## src/rtl/dma_pkg.sv

```systemverilog
// Shared types and constants for the DMA priority resolver.
package dma_pkg;

  // Channel count; the resolver is built for exactly four channels.
  localparam int unsigned NUM_CH = 4;

  // Command register bit positions feeding the resolver.
  localparam int unsigned CMD_DISABLE   = 2;
  localparam int unsigned CMD_ROTPRIO   = 4;
  localparam int unsigned CMD_DREQ_LOW  = 6;
  localparam int unsigned CMD_DACK_HIGH = 7;

  typedef enum logic [1:0] {
    IDLE    = 2'd0,
    PENDING = 2'd1,
    GRANTED = 2'd2
  } pr_state_t;

endpackage

```

## src/rtl/dma_priority_resolver_if.sv

```systemverilog
// Request/acknowledge bundle between channel logic, the priority resolver and
// timing-and-control. The optional swReq input exists only with DMA_PR_SWREQ_EN.
interface dma_priority_resolver_if;
  logic [3:0] DREQ;
  logic [3:0] maskReg;
  logic       cmdCtrlDisable;
  logic       cmdRotPrio;
  logic       cmdDreqSenseLow;
  logic       cmdDackSenseHigh;
  logic       hrq;
  logic       validDACK;
`ifdef DMA_PR_SWREQ_EN
  logic [3:0] swReq;
`endif
  logic       VALID_DREQ0;
  logic       VALID_DREQ1;
  logic       VALID_DREQ2;
  logic       VALID_DREQ3;
  logic [3:0] DACK;
  logic [1:0] activeCh;

`ifdef DMA_PR_SWREQ_EN
  modport slave (
    input  DREQ, maskReg, cmdCtrlDisable, cmdRotPrio, cmdDreqSenseLow, cmdDackSenseHigh,
    input  hrq, validDACK, swReq,
    output VALID_DREQ0, VALID_DREQ1, VALID_DREQ2, VALID_DREQ3, DACK, activeCh
  );
  modport master (
    output DREQ, maskReg, cmdCtrlDisable, cmdRotPrio, cmdDreqSenseLow, cmdDackSenseHigh,
    output hrq, validDACK, swReq,
    input  VALID_DREQ0, VALID_DREQ1, VALID_DREQ2, VALID_DREQ3, DACK, activeCh
  );
`else
  modport slave (
    input  DREQ, maskReg, cmdCtrlDisable, cmdRotPrio, cmdDreqSenseLow, cmdDackSenseHigh,
    input  hrq, validDACK,
    output VALID_DREQ0, VALID_DREQ1, VALID_DREQ2, VALID_DREQ3, DACK, activeCh
  );
  modport master (
    output DREQ, maskReg, cmdCtrlDisable, cmdRotPrio, cmdDreqSenseLow, cmdDackSenseHigh,
    output hrq, validDACK,
    input  VALID_DREQ0, VALID_DREQ1, VALID_DREQ2, VALID_DREQ3, DACK, activeCh
  );
`endif

endinterface

```

## src/rtl/dma_prio_arbiter.sv

```systemverilog
// Combinational rotating one-hot picker: first set request scanning upward from ptr.
module dma_prio_arbiter
  import dma_pkg::*;
(
  input  logic [3:0] req,
  input  logic [1:0] ptr,
  output logic [3:0] grant,
  output logic [1:0] idx,
  output logic       any
);

  logic [1:0] cand;

  // Scan ptr, ptr+1, ... with 2-bit wraparound; the first hit wins.
  always_comb begin
    grant = '0;
    idx   = '0;
    any   = 1'b0;
    cand  = '0;
    for (int i = 0; i < NUM_CH; i++) begin
      cand = ptr + 2'(i);
      if (!any && req[cand]) begin
        grant[cand] = 1'b1;
        idx         = cand;
        any         = 1'b1;
      end
    end
  end

endmodule

```

## src/rtl/dma_priority_resolver.sv

```systemverilog
// DMA priority resolver: conditions DREQ with polarity/mask, arbitrates fixed or
// rotating, and runs the request/acknowledge handshake with timing-and-control.
// Optional software requests are enabled by defining DMA_PR_SWREQ_EN.
module dma_priority_resolver
  import dma_pkg::*;
(
  input  logic                    CLK,
  input  logic                    RESET,
  dma_priority_resolver_if.slave  bus
);

  pr_state_t  state_q;
  logic [3:0] valid_q;
  logic [3:0] dack_q;    // active-high internally, polarity applied at the pin
  logic [1:0] ch_q;
  logic [1:0] prio_ptr_q;

  logic [3:0] eff_req;
  logic [3:0] arb_grant;
  logic [1:0] arb_idx;
  logic       arb_any;

  // Effective requests after sense polarity and mask (plus software requests).
  always_comb begin
    eff_req = (bus.DREQ ^ {4{bus.cmdDreqSenseLow}}) & ~bus.maskReg;
`ifdef DMA_PR_SWREQ_EN
    eff_req = eff_req | bus.swReq;
`endif
  end

  dma_prio_arbiter u_arbiter (
    .req   (eff_req),
    .ptr   (prio_ptr_q),
    .grant (arb_grant),
    .idx   (arb_idx),
    .any   (arb_any)
  );

  // Handshake FSM with registered grant, acknowledge and pointer.
  always_ff @(posedge CLK) begin
    if (!RESET) begin
      state_q    <= IDLE;
      valid_q    <= '0;
      dack_q     <= '0;
      ch_q       <= '0;
      prio_ptr_q <= '0;
    end else begin
      unique case (state_q)
        IDLE: begin
          if (!bus.cmdCtrlDisable && arb_any) begin
            valid_q <= arb_grant;
            ch_q    <= arb_idx;
            state_q <= PENDING;
          end
        end
        PENDING: begin
          // validDACK takes precedence over a same-cycle withdrawal.
          if (bus.validDACK) begin
            dack_q  <= valid_q;
            state_q <= GRANTED;
          end else if (!eff_req[ch_q]) begin
            valid_q <= '0;
            state_q <= IDLE;
          end
        end
        GRANTED: begin
          if (!bus.hrq) begin
            valid_q    <= '0;
            dack_q     <= '0;
            state_q    <= IDLE;
            prio_ptr_q <= bus.cmdRotPrio ? ch_q + 2'd1 : 2'd0;
          end
        end
        default: begin
          valid_q <= '0;
          dack_q  <= '0;
          state_q <= IDLE;
        end
      endcase
    end
  end

  // Output drive; DACK polarity follows the sense bit combinationally.
  always_comb begin
    bus.VALID_DREQ0 = valid_q[0];
    bus.VALID_DREQ1 = valid_q[1];
    bus.VALID_DREQ2 = valid_q[2];
    bus.VALID_DREQ3 = valid_q[3];
    bus.DACK        = bus.cmdDackSenseHigh ? dack_q : ~dack_q;
    bus.activeCh    = ch_q;
  end

endmodule

```

## src/flat_wrapper.sv

```systemverilog
// flat-port wrapper written by rule: the top's interface ports become plain ports
module dma_priority_resolver_flat import dma_pkg::*;
  (CLK, RESET, bus_DREQ, bus_maskReg, bus_cmdCtrlDisable, bus_cmdRotPrio, bus_cmdDreqSenseLow, bus_cmdDackSenseHigh, bus_hrq, bus_validDACK, bus_VALID_DREQ0, bus_VALID_DREQ1, bus_VALID_DREQ2, bus_VALID_DREQ3, bus_DACK, bus_activeCh);
  dma_priority_resolver_if bus_i ();
  input  logic CLK;
  input  logic RESET;
  input wire logic [$bits(bus_i.DREQ)-1:0] bus_DREQ;
  input wire logic [$bits(bus_i.maskReg)-1:0] bus_maskReg;
  input wire logic [$bits(bus_i.cmdCtrlDisable)-1:0] bus_cmdCtrlDisable;
  input wire logic [$bits(bus_i.cmdRotPrio)-1:0] bus_cmdRotPrio;
  input wire logic [$bits(bus_i.cmdDreqSenseLow)-1:0] bus_cmdDreqSenseLow;
  input wire logic [$bits(bus_i.cmdDackSenseHigh)-1:0] bus_cmdDackSenseHigh;
  input wire logic [$bits(bus_i.hrq)-1:0] bus_hrq;
  input wire logic [$bits(bus_i.validDACK)-1:0] bus_validDACK;
  output wire logic [$bits(bus_i.VALID_DREQ0)-1:0] bus_VALID_DREQ0;
  output wire logic [$bits(bus_i.VALID_DREQ1)-1:0] bus_VALID_DREQ1;
  output wire logic [$bits(bus_i.VALID_DREQ2)-1:0] bus_VALID_DREQ2;
  output wire logic [$bits(bus_i.VALID_DREQ3)-1:0] bus_VALID_DREQ3;
  output wire logic [$bits(bus_i.DACK)-1:0] bus_DACK;
  output wire logic [$bits(bus_i.activeCh)-1:0] bus_activeCh;
  assign bus_i.DREQ = bus_DREQ;
  assign bus_i.maskReg = bus_maskReg;
  assign bus_i.cmdCtrlDisable = bus_cmdCtrlDisable;
  assign bus_i.cmdRotPrio = bus_cmdRotPrio;
  assign bus_i.cmdDreqSenseLow = bus_cmdDreqSenseLow;
  assign bus_i.cmdDackSenseHigh = bus_cmdDackSenseHigh;
  assign bus_i.hrq = bus_hrq;
  assign bus_i.validDACK = bus_validDACK;
  assign bus_VALID_DREQ0 = bus_i.VALID_DREQ0;
  assign bus_VALID_DREQ1 = bus_i.VALID_DREQ1;
  assign bus_VALID_DREQ2 = bus_i.VALID_DREQ2;
  assign bus_VALID_DREQ3 = bus_i.VALID_DREQ3;
  assign bus_DACK = bus_i.DACK;
  assign bus_activeCh = bus_i.activeCh;
  dma_priority_resolver u_core (.CLK(CLK), .RESET(RESET), .bus(bus_i));
endmodule
```

## config.mk

```make
export PLATFORM = sky130hd
export DESIGN_NAME = dma_priority_resolver_flat
export DESIGN_NICKNAME = d
export VERILOG_FILES = /design/src/rtl/dma_pkg.sv /design/src/rtl/dma_priority_resolver_if.sv /design/src/rtl/dma_prio_arbiter.sv /design/src/rtl/dma_priority_resolver.sv /design/src/flat_wrapper.sv
export SDC_FILE = /design/constraint.sdc
export NUM_CORES = 1
export LEC_CHECK = 0
export CAP_MARGIN = 10
export CORE_ASPECT_RATIO = 1.75
export CORE_MARGIN = 5
export CORE_UTILIZATION = 40
export CTS_CLUSTER_SIZE = 10
export DETAILED_ROUTE_END_ITERATION = 7
export PLACE_DENSITY = 0.71
export SKIP_CTS_REPAIR_TIMING = 1
export SLEW_MARGIN = 5
export SYNTH_ARGS = -nofsm -noshare
export SYNTH_HDL_FRONTEND = slang
export SYNTH_HIERARCHICAL = 1
export SYNTH_SLANG_ARGS = --single-unit
```

## constraint.sdc

```tcl
create_clock -name CLK -period 3.4 [get_ports CLK]
set_input_delay 0.34 -clock CLK [delete_from_list [all_inputs] [get_ports CLK]]
set_output_delay 0.34 -clock CLK [all_outputs]
set_load 0.03 [all_outputs]
```

======== Word level (Yosys, flattened, before mapping) ========
Cells that the tools add are included.
W data, S select, Z words.
word-level totals
  register bits ........................... 14
  bits of input ports ..................... 16
  output and inout port bits .............. 10
  word-level logic and storage cells ...... 97
cells by class
  add/sub/neg operators ................... 4
  $lt $le $gt $ge ......................... 9
  equal/unequal tests ..................... 8
  mux-type cells .......................... 44
  bitwise gates (word level) .............. 9
  reduce and logical (&&, ||, !) cells .... 18
operators with widths
  kind                   count
  $mux W4                10
  $pmux W4 S3            2
  $mux W2                9
  $lt A2 B3 Y1 const B   5
  $mux W1                13
  $or A4 B4 Y4           3
  $bmux W1 S2            5
  $demux W1 S2           4
  $ge A2 B1 Y1 const B   4
  $logic_and A1 B1 Y1    8
  $ne A2 B2 Y1 const B   4
  $not A4 Y4             2
  $pmux W2 S3            1
  $reduce_and A3 Y1      2
  $add A2 B1 Y2 const B  2
  $add A2 B2 Y2 const B  2
  $and A4 B4 Y4          1
  $logic_not A1 Y1       4
  $reduce_and A2 Y1      2
  $reduce_and A4 Y1      1
  $xor A4 B4 Y4          1
  $ne A3 B3 Y1 const B   1
  $eq A2 B1 Y1 const B   1
  $eq A2 B2 Y1 const B   1
  3 further kinds        4

======== Longest topological paths before layout ========
  word-level depth ........................ 17
  gate-level depth with buffers ........... 11
  gate-level depth less buffers ........... 9

======== Hierarchy ========
The synthesis kept the hierarchy.
modules (own cells, without submodules)
  module                 times used  cells each  area an instance (um^2)  seq. area each (um^2)
  dma_priority_resolver  1           94          808.3                    280.3
  dma_prio_arbiter       1           45          419.2                    0.0

======== Worst setup path after synthesis ========
Ideal clock, no wire load.
  path kind ............................... flip-flop to flip-flop
  start point ............................. reg u_core.prio_ptr_q[0]
  end point ............................... reg u_core.valid_q[0]
  setup time .............................. 72 ps
  data arrival time ....................... 2,382 ps
  data required time ...................... 3,328 ps
  path slack .............................. 946 ps
  cell stages (with the launch flop) ...... 12
  path buffers ............................ 2
  period minus slack after synthesis ...... 2,454 ps
  cells stage by stage .................... dfxtp_1 > buf_6 > inv_1 > ha_1 > mux4_2 > buf_6 > nor3_1 > nand2b_1 > nor2b_1 > o21a_1 > o211ai_2 > mux2i_1
on the way
  longest elaborated chain between the ends .. 15
  elaborated cells on any way between the ends .. 53
  classes of those cells .................. 3 x add/sub; 8 x order compare; 1 x eq/ne; 26 x mux; 3 x bitwise; 12 x reduce/logical
RTL lines
  what                                                                    RTL line                     RTL
  start, declared                                                         dma_priority_resolver.sv:16  logic [1:0] prio_ptr_q;
  start signal, assigned                                                  dma_priority_resolver.sv:71  prio_ptr_q <= bus.cmdRotPrio ? ch_q + 2'd1 : 2'd0;
  parallel branches: the longest is 11 deep, another holds $add A2 B1 Y2  n/a
  $mux W1 (*)                                                             dma_prio_arbiter.sv:22       if (!any && req[cand]) begin
  via u_core.arb_any                                                      dma_priority_resolver.sv:21  logic arb_any;
  $logic_and A1 B1 Y1 (*)                                                 dma_priority_resolver.sv:50  if (!bus.cmdCtrlDisable && arb_any) begin
  $ne A2 B1 Y1 (no line) (*)                                              n/a
  $reduce_and A4 Y1 (no line) (*)                                         n/a
  end signal, assigned                                                    dma_priority_resolver.sv:51  valid_q <= arb_grant;
  end, declared                                                           dma_priority_resolver.sv:13  logic [3:0] valid_q;
Mark *: on every way through the listed nets, which the timed path passes. The select of a mux whose other input is x is not followed.
A chain may end at the register's enable or synchronous reset.

======== Worst setup path after layout ========
  start point ............................. in bus_cmdDreqSenseLow
  end point ............................... reg u_core.valid_q[3]
on the way
  longest elaborated chain between the ends .. 17
  elaborated cells on any way between the ends .. 35
  classes of those cells .................. 2 x eq/ne; 20 x mux; 5 x bitwise; 8 x reduce/logical
RTL lines
  what                             RTL line                     RTL
  start, declared                  flat_wrapper.sv:11           input wire logic [$bits(bus_i.cmdDreqSenseLow)-1:0] bus_cmdDreqSenseLow;
  $xor A4 B4 Y4 (*)                dma_priority_resolver.sv:25  eff_req = (bus.DREQ ^ {4{bus.cmdDreqSenseLow}}) & ~bus.maskReg;
  $and A4 B4 Y4 (*)                dma_priority_resolver.sv:25
  via u_core.eff_req[2]            dma_priority_resolver.sv:18  logic [3:0] eff_req;
  $bmux W1 S2                      dma_prio_arbiter.sv:22
  $mux W1 (implied by the code)    dma_prio_arbiter.sv:22
  $mux W1                          dma_prio_arbiter.sv:22
  $logic_not A1 Y1                 dma_prio_arbiter.sv:22
  $logic_and A1 B1 Y1              dma_prio_arbiter.sv:22
  [... 3 more ...]                 n/a
  $mux W1                          dma_prio_arbiter.sv:22
  $logic_not A1 Y1                 dma_prio_arbiter.sv:22
  $logic_and A1 B1 Y1              dma_prio_arbiter.sv:22
  $mux W1 (*)                      dma_prio_arbiter.sv:22
  via u_core.arb_any               dma_priority_resolver.sv:21
  $logic_and A1 B1 Y1 (*)          dma_priority_resolver.sv:50
  $ne A2 B1 Y1 (no line) (*)       n/a
  $reduce_and A4 Y1 (no line) (*)  n/a
The timed path passes the listed nets; every way through them passes the cells marked *. The select of a mux whose other input is x is not followed.

==> results <==
- In the final routed layout, each cell accounts on average for 15.31 um.
- The number of sinks on the clock net is 14.
- During synthesis, Yosys emitted a total of 6 warnings.
- The number of antenna diodes in the final layout is 0.
- The detailed-routing iteration count for the pre-antenna-repair pass is 4.
- The filler cells instantiated in the layout total 286.
- The footprint of the flip-flops and latches is 280.3 um2.
- The height of the chip is 83.28 um.
- The core region is 2928 um2.
- The worst IR drop on VDD is 0.1683 mV.
- The die is 51.88 um wide.
- The weighted congestion reported at the end of routability-driven placement is 0.8278.
- The highest cell delay on the worst timing path is 0.61 ns.
- The clock passes through at most 2 buffers.
- The setup check on the worst reg-to-reg path leaves a slack of 0.80 ns.
- Measured in cells, the most critical reg-to-reg path has a length of 8.
- TritonCTS created 3 clock buffers.
- The critical path in this run is classified as primary input to flip-flop.
- The ratio of cells with drive above 1 in the final layout is 9.938%.
- A synthesized cell averages 8.830 um2.
- The timing-limited maximum frequency is 335.9 MHz.
- The cell area after synthesis is 1227 um2.
- The maximum number of pins on one net before global-route repair is 19.
- Global routing finished with a remaining overflow of 0.
- For the finished layout, the period the worst path requires is 2.977 ns.
- The final period utilization is 87.56%.
- Counting flops and latches in the post-synthesis netlist gives 14.
- For this design the static power due to leakage is 0.0005211 uW.
- The finished layout holds 189 standard cells, fillers aside.
- Global routing consumed, over all layers together, 14.18% of the routing resources.
- The detail route stage leaves a number of antenna-violating nets equal to 0.
- Summing all multi-input logic gate instances after layout gives 869.6 um2.
- The number of antenna violations at the first check in global routing is 0.
- The share of synthesized flip-flops with an asynchronous set or reset is 0%.
- The initial utilization of the core area, before any placement, comes to 41.92%.
- Setup repair after global routing left no endpoint under its margin.
- The cell row count is 26.
- In the routed layout, each cell is associated on average with a via count of 5.921.
- After technology mapping, the gate count stands at 139.
- The number of H-tree levels is 1.
- Dividing total power by cell area gives a power density of 316.4 nW/um2.
- The worst min-delay path endpoint is u_core/dack_q[0]$_SDFFE_PN0P_.
- The hold violation count in the final report is 0.
- At the later pin of the worst-skew pair, clock insertion delay measures 0.24 ns.
- The kind of launch point of the worst setup path is a primary input.
- In the synthesized netlist the dominant register cell turns out to be sky130_fd_sc_hd__dfxtp_1.
- The number of pins exceeding their max-slew limit in the final report was 0.
- The pre-CTS worst setup slack is 0.1748 ns.
- The total number of vias is 1,119.
- The clock root buffer master is sky130_fd_sc_hd__clkbuf_8.
- The number of placed instances with taps included is 185.
- After legalization and detailed placement, the total HPWL measured 2400 um.
- At the end of the flow, the number of nets in the layout was 183.
- The global-route wire length before repair is 4864 um.
- The pin slew with the least headroom to its limit is 0.5588 ns.
- The number of nets handed over by synthesis was 160.
- The via count of the first global-routing pass is 1,054.
- The clock tree from TritonCTS is built.
- The nature of the critical path endpoint is a flip-flop.
- The flow ran to the end, and the final reports show no timing, DRC or antenna violations.
- The remaining max-slew budget at the tightest pin is 62.63%.
- The worst setup margin is 0.4230 ns.
- For this design, the slowest cell found on the critical path is sky130_fd_sc_hd__mux4_2.
- Summed over all layers, the routed wires come to 2894 um.
- In this run the critical register-to-register path is launched from u_core/prio_ptr_q[0]$_SDFFE_PN0P_.
- In this run the critical register-to-register path is captured at u_core/valid_q[3]$_SDFFE_PN0P_.
- Summed over all failing endpoints, the final setup total negative slack is 0 ns.
- The clock skew after layout is 0.0007982 ns.
- In this run, synthesis inferred 0 flip-flops with an integrated enable.
- The arrival time reported for the critical path endpoint is 3.14 ns.
- The type of the tightest min-delay check is flip-flop to flip-flop.
- The number of different library cells in the post-synthesis netlist is 40.
- Compared with the post-synthesis result, the final layout area differs by 24.16%.
- For this design the top-level I/O count stands at 26.
- Setup violations remaining at the end of the flow were counted as 0.
- In this run the worst path has a maximum fanout of 13.
- The die footprint is 4320 um2.
- For this run, design rule violations remaining after detail routing come to 0.
- At the worst endpoint, the required time is 3.57 ns.
- Port buffering added 25 buffers.
- The critical path goes through clkdlybuf4s50_1, xnor2_1, nor2_1, mux4_2, nor3_1, nand2b_1, nor2b_1, o21a_1, o211ai_2, mux2i_1.
- After clock tree synthesis, the clock-pin slew on the worst setup and hold paths is 0.06 ns.
- The share of the Yosys chip area taken by registers is 22.83%.
- The worst hold path depth is 2.
- The worst hold path begins at u_core/dack_q[0]$_SDFFE_PN0P_.
- The DRC marker count from the first detailed-route iteration is 33.
- The total of max-cap violations is 0.
[power breakdown]
part	switching, uW	internal [uW]
Clock	58.6	103
Combinational	72.5	69.0
Sequential	9.30	170
[kinds of logic (layout without fill, tap and decap cells)]
kind of cell | Yosys count | count (layout) | synth area share [%]
AOI/OAI and AO/OA | 35 | 35 | 20.08
xor gates and xnor gates | 8 | 8 | 6.321
adders and majority gates | 5 | 5 | 5.097
buffers and inverters | 14 | 36 | 6.320
DFF | 14 | 14 | 22.83
muxes | 13 | 13 | 15.49
and+or+nand+nor | 50 | 50 | 23.85
[sequential cells by signal, indices dropped and copies added (netlist names)]
signal and cells:
u_core/dack_q 4, u_core/valid_q 4, u_core/bus.activeCh 2, u_core/prio_ptr_q 2
u_core/state_q 2
[layout by cell type, fill, tap and decap left out, types with 2 or more instances in the layout]
cell,n
sky130_fd_sc_hd__a21boi_0,4
sky130_fd_sc_hd__a21boi_1,2
sky130_fd_sc_hd__a21oi_1,2
sky130_fd_sc_hd__a22oi_1,8
sky130_fd_sc_hd__and2_1,4
sky130_fd_sc_hd__buf_4,2
sky130_fd_sc_hd__clkbuf_8,4
sky130_fd_sc_hd__clkdlybuf4s50_1,25
sky130_fd_sc_hd__dfxtp_1,14
sky130_fd_sc_hd__ha_1,5
sky130_fd_sc_hd__inv_1,5
sky130_fd_sc_hd__mux2_2,2
sky130_fd_sc_hd__mux2i_1,7
sky130_fd_sc_hd__mux4_1,2
sky130_fd_sc_hd__mux4_2,2
sky130_fd_sc_hd__nand2_1,11
sky130_fd_sc_hd__nand2b_1,4
sky130_fd_sc_hd__nand3_1,4
sky130_fd_sc_hd__nand4b_1,4
sky130_fd_sc_hd__nor2_1,9
sky130_fd_sc_hd__nor2b_1,5
sky130_fd_sc_hd__nor3_1,2
sky130_fd_sc_hd__o211ai_1,2
sky130_fd_sc_hd__o21a_1,2
sky130_fd_sc_hd__o21ai_0,7
sky130_fd_sc_hd__o21ai_1,3
sky130_fd_sc_hd__xnor2_1,7
[synthesized netlist by cell type, types with 3 or more instances]
master / number / area (um2)
sky130_fd_sc_hd__and2_1: 4 / 25.02
sky130_fd_sc_hd__nand2b_1: 4 / 25.02
sky130_fd_sc_hd__nor2b_1: 5 / 31.28
sky130_fd_sc_hd__mux2i_1: 7 / 70.07
sky130_fd_sc_hd__nand3_1: 4 / 20.02
sky130_fd_sc_hd__xnor2_1: 7 / 61.31
sky130_fd_sc_hd__inv_1: 5 / 18.77
sky130_fd_sc_hd__buf_6: 3 / 33.78
sky130_fd_sc_hd__clkbuf_1: 4 / 15.01
sky130_fd_sc_hd__nand4b_1: 4 / 35.03
sky130_fd_sc_hd__a21boi_0: 4 / 30.03
sky130_fd_sc_hd__dfxtp_1: 14 / 280.3
sky130_fd_sc_hd__o21ai_0: 7 / 35.03
sky130_fd_sc_hd__nand2_1: 11 / 41.29
sky130_fd_sc_hd__ha_1: 5 / 62.56
sky130_fd_sc_hd__a22oi_1: 8 / 60.06
sky130_fd_sc_hd__o21ai_1: 3 / 15.01
sky130_fd_sc_hd__nor2_1: 9 / 33.78
[per-stage QoR]
stage | area, um2 | total power (uW) | util (%) | hold WS, ns
final | 1524 | 482.1 | 52.05 | 0.4819
after CTS | 1524 | 486.5 | 52.05 | 0.4884
after detailed placement | 1469 | 324.8 | 50.17 | 0.4810
after global routing | 1524 | 506.2 | 52.05 | 0.5121
after global placement | 1469 | 320.5 | 50.17 | 0.4673
after floorplan | 1227 | 280.3 | - | 0.4536
[worst max-delay path, delay by kind of cell]
family          cells  cell delay, ns
mux                 2            0.85
buf+inv             1            0.54
xor+xnor            1            0.27
compound gates      2            0.48
simple gates        4            0.67
[area by class of cell]
cell class	count	share of cell area, %
Tap cell	28	2.299
Sequential cell	14	18.39
Timing Repair Buffer	27	17.41
Multi-Input combinational cell	111	57.06
Clock buffer	4	3.612
Inverter	5	1.232
[worst max path at each step]
| stage | from | end | slack, ns | depth (start not counted) |
|---|---|---|---|---|
| floorplan | u_core/prio_ptr_q[0]$_SDFFE_PN0P_ | u_core/valid_q[0]$_SDFFE_PN0P_ | 0.95 | 11 |
| global placement | bus_cmdDreqSenseLow | u_core/valid_q[2]$_SDFFE_PN0P_ | 0.36 | 10 |
| detailed placement | bus_cmdDreqSenseLow | u_core/valid_q[3]$_SDFFE_PN0P_ | 0.17 | 10 |
| CTS | bus_cmdDreqSenseLow | u_core/valid_q[3]$_SDFFE_PN0P_ | 0.42 | 10 |
| global route | bus_cmdDreqSenseLow | u_core/valid_q[3]$_SDFFE_PN0P_ | 0.19 | 10 |
| finish | bus_cmdDreqSenseLow | u_core/valid_q[3]$_SDFFE_PN0P_ | 0.42 | 10 |
[metal layers]
metal	wire length, um	global-route usage, %	vias up	part of all wire, %
met1	1050	14.80	529	36
met3	180	1.971	4	6.2
li1	-	-	549	-
met2	1631	27.26	37	56
met4	32	4.296	0	1.1
met5	0	0	-	0
(Power assumes the default switching activity.)
==> RTL edit, RTL diff (config.mk and constraints unchanged) <==
`NUM_CH`: 4 -> 5.
--- a/src/rtl/dma_pkg.sv
+++ b/src/rtl/dma_pkg.sv
@@ -3,5 +3,5 @@
 
   // Channel count; the resolver is built for exactly four channels.
-  localparam int unsigned NUM_CH = 4;
+  localparam int unsigned NUM_CH = 5;
 
   // Command register bit positions feeding the resolver.
Check against the original RTL: equivalent (Yosys induction, for registers that start in step).
==> RTL edit against the unedited design <==
Synthesized cell count rose by 0.72%; critical endpoint is now u_core/valid_q[2]; design area rose by 1.7%; area after synthesis rose by 1.2%; power fell by 4.7%; routed wire length barely moved; via count rose by 1.7%; die area rose by 1.0%; setup slack improved by 40 ps; cell count rose by 7.9%; sequential cell count did not move.
==> RTL edit: results (changes against the unedited design) <==
{| class="wikitable"
! Metric !! Value
|-
| Status || finished, final reports clean
|-
| Post-Synthesis Net Count || 162 (+1.3%)
|-
| DP Cell Count || 201 (+8.6%)
|-
| Total routed wirelength || 2890 µm (about the same)
|-
| Post-synthesis cell count || 140 (+0.72%)
|-
| GR Util All Layers || 14.5% (+0.36 points)
|-
| Hold Slack || 473 ps (-8.65 ps)
|-
| Placed wire-length estimate || 2350 µm (-1.9%)
|-
| Clock share of power || 29.4% (-4.0 points)
|-
| Worst min-delay path endpoint || u_core/dack_q[1]
|-
| Worst-path maximum fanout || 10 (-3)
|-
| Filler Cell Count || 282 (-1.4%)
|-
| Vias in the first global route || 1163 (+10%)
|-
| Maximum ir drop on the vdd rail || 0.202 mV (+20%)
|-
| Commonest cells in the synthesized netlist || sky130_fd_sc_hd__dfxtp_1, sky130_fd_sc_hd__nand2_1, sky130_fd_sc_hd__nor2_1
|-
| Worst reg2reg path endpoint || u_core/valid_q[2]
|-
| Detailed-route wire length on metal 1 || 1050 µm (-0.38%)
|-
| Global Route met3 Usage || 2.33% (+0.35 points)
|-
| Share of post-route cells with drive strength above 1 || 9.26% (-0.68 points)
|-
| Synthesized-area fraction occupied by ao, oa, aoi and oai cells || 19.4% (-0.65 points)
|-
| Detailed Route Iter0 Violations || 37 (+12%)
|-
| Placer's final routability congestion estimate || 0.812 (-1.9%)
|-
| # nets final || 186 (+1.6%)
|-
| Area share of fa/ha/maj cells after synthesis || 6.04% (+0.95 points)
|-
| Routing usage on met2 || 27.0% (-0.23 points)
|-
| Leakage power of the design || 0.530 nW (+1.7%)
|-
| Wire length of the first global-routing pass || 5000 µm (+2.7%)
|-
| Detail Route met2 WL || 1630 µm (-0.31%)
|-
| FF-to-FF Start || u_core/prio_ptr_q[1]
|-
| Worst-case reg-to-reg path depth || 9 (+1)
|-
| Number of vias after detailed routing || 1138 (+1.7%)
|-
| Slew of the pin with the lowest slew margin || 541 ps (-18.2 ps)
|-
| Launch instance of the worst min-delay path || u_core/dack_q[1]
|-
| Xor and xnor area share after synthesis || 6.24% (-0.076 points)
|-
| Area contributors post-synth || sky130_fd_sc_hd__dfxtp_1, sky130_fd_sc_hd__mux2i_1, sky130_fd_sc_hd__ha_1
|-
| Global-route track usage on met1 || 14.7% (-0.13 points)
|-
| Total length of routed met3 wires || 156 µm (-13%)
|-
| Multiplexer share of the synthesized area || 15.2% (-0.29 points)
|}
RTL edit: stage by stage:
stage	setup slack [ps]	utilization, %	power (mW)	area (µm²)
4_1_cts	492	52.4	0.464	1550
6_report	463	52.4	0.459	1550
3_3_place_gp	387	51.0	0.324	1510
5_1_grt	304	52.4	0.481	1550
3_5_place_dp	242	51.0	0.327	1510
2_1_floorplan	907	-	0.281	1240
RTL edit: layout make-up:
cell class              count  area share [%]
multi-input cells         113            57.3
flip-flops and latches     14            18.1
repair buffers             28            17.6
well taps                  42            3.39
clock buffers               3            2.66
inverters                   4           0.969
RTL edit: how the worst max path moves through the flow:
stage                              to  slack [ps]                  from
finish              u_core/valid_q[2]         460   bus_cmdDreqSenseLow
detailed placement  u_core/valid_q[2]         240   bus_cmdDreqSenseLow
global placement    u_core/valid_q[2]         390   bus_cmdDreqSenseLow
CTS                 u_core/valid_q[2]         490   bus_cmdDreqSenseLow
floorplan           u_core/valid_q[0]         910  u_core/prio_ptr_q[0]
global route        u_core/valid_q[0]         300   bus_cmdDreqSenseLow
RTL edit: critical path, stage by stage:
cell and delay [ps]:
sky130_fd_sc_hd__clkdlybuf4s50_1 530, sky130_fd_sc_hd__xnor2_1 270, sky130_fd_sc_hd__nor2_1 120, sky130_fd_sc_hd__mux4_2 610
sky130_fd_sc_hd__nor3_1 310, sky130_fd_sc_hd__nand2b_1 80, sky130_fd_sc_hd__nor2b_1 140, sky130_fd_sc_hd__o21a_1 170
sky130_fd_sc_hd__o211ai_2 280, sky130_fd_sc_hd__mux2i_1 250
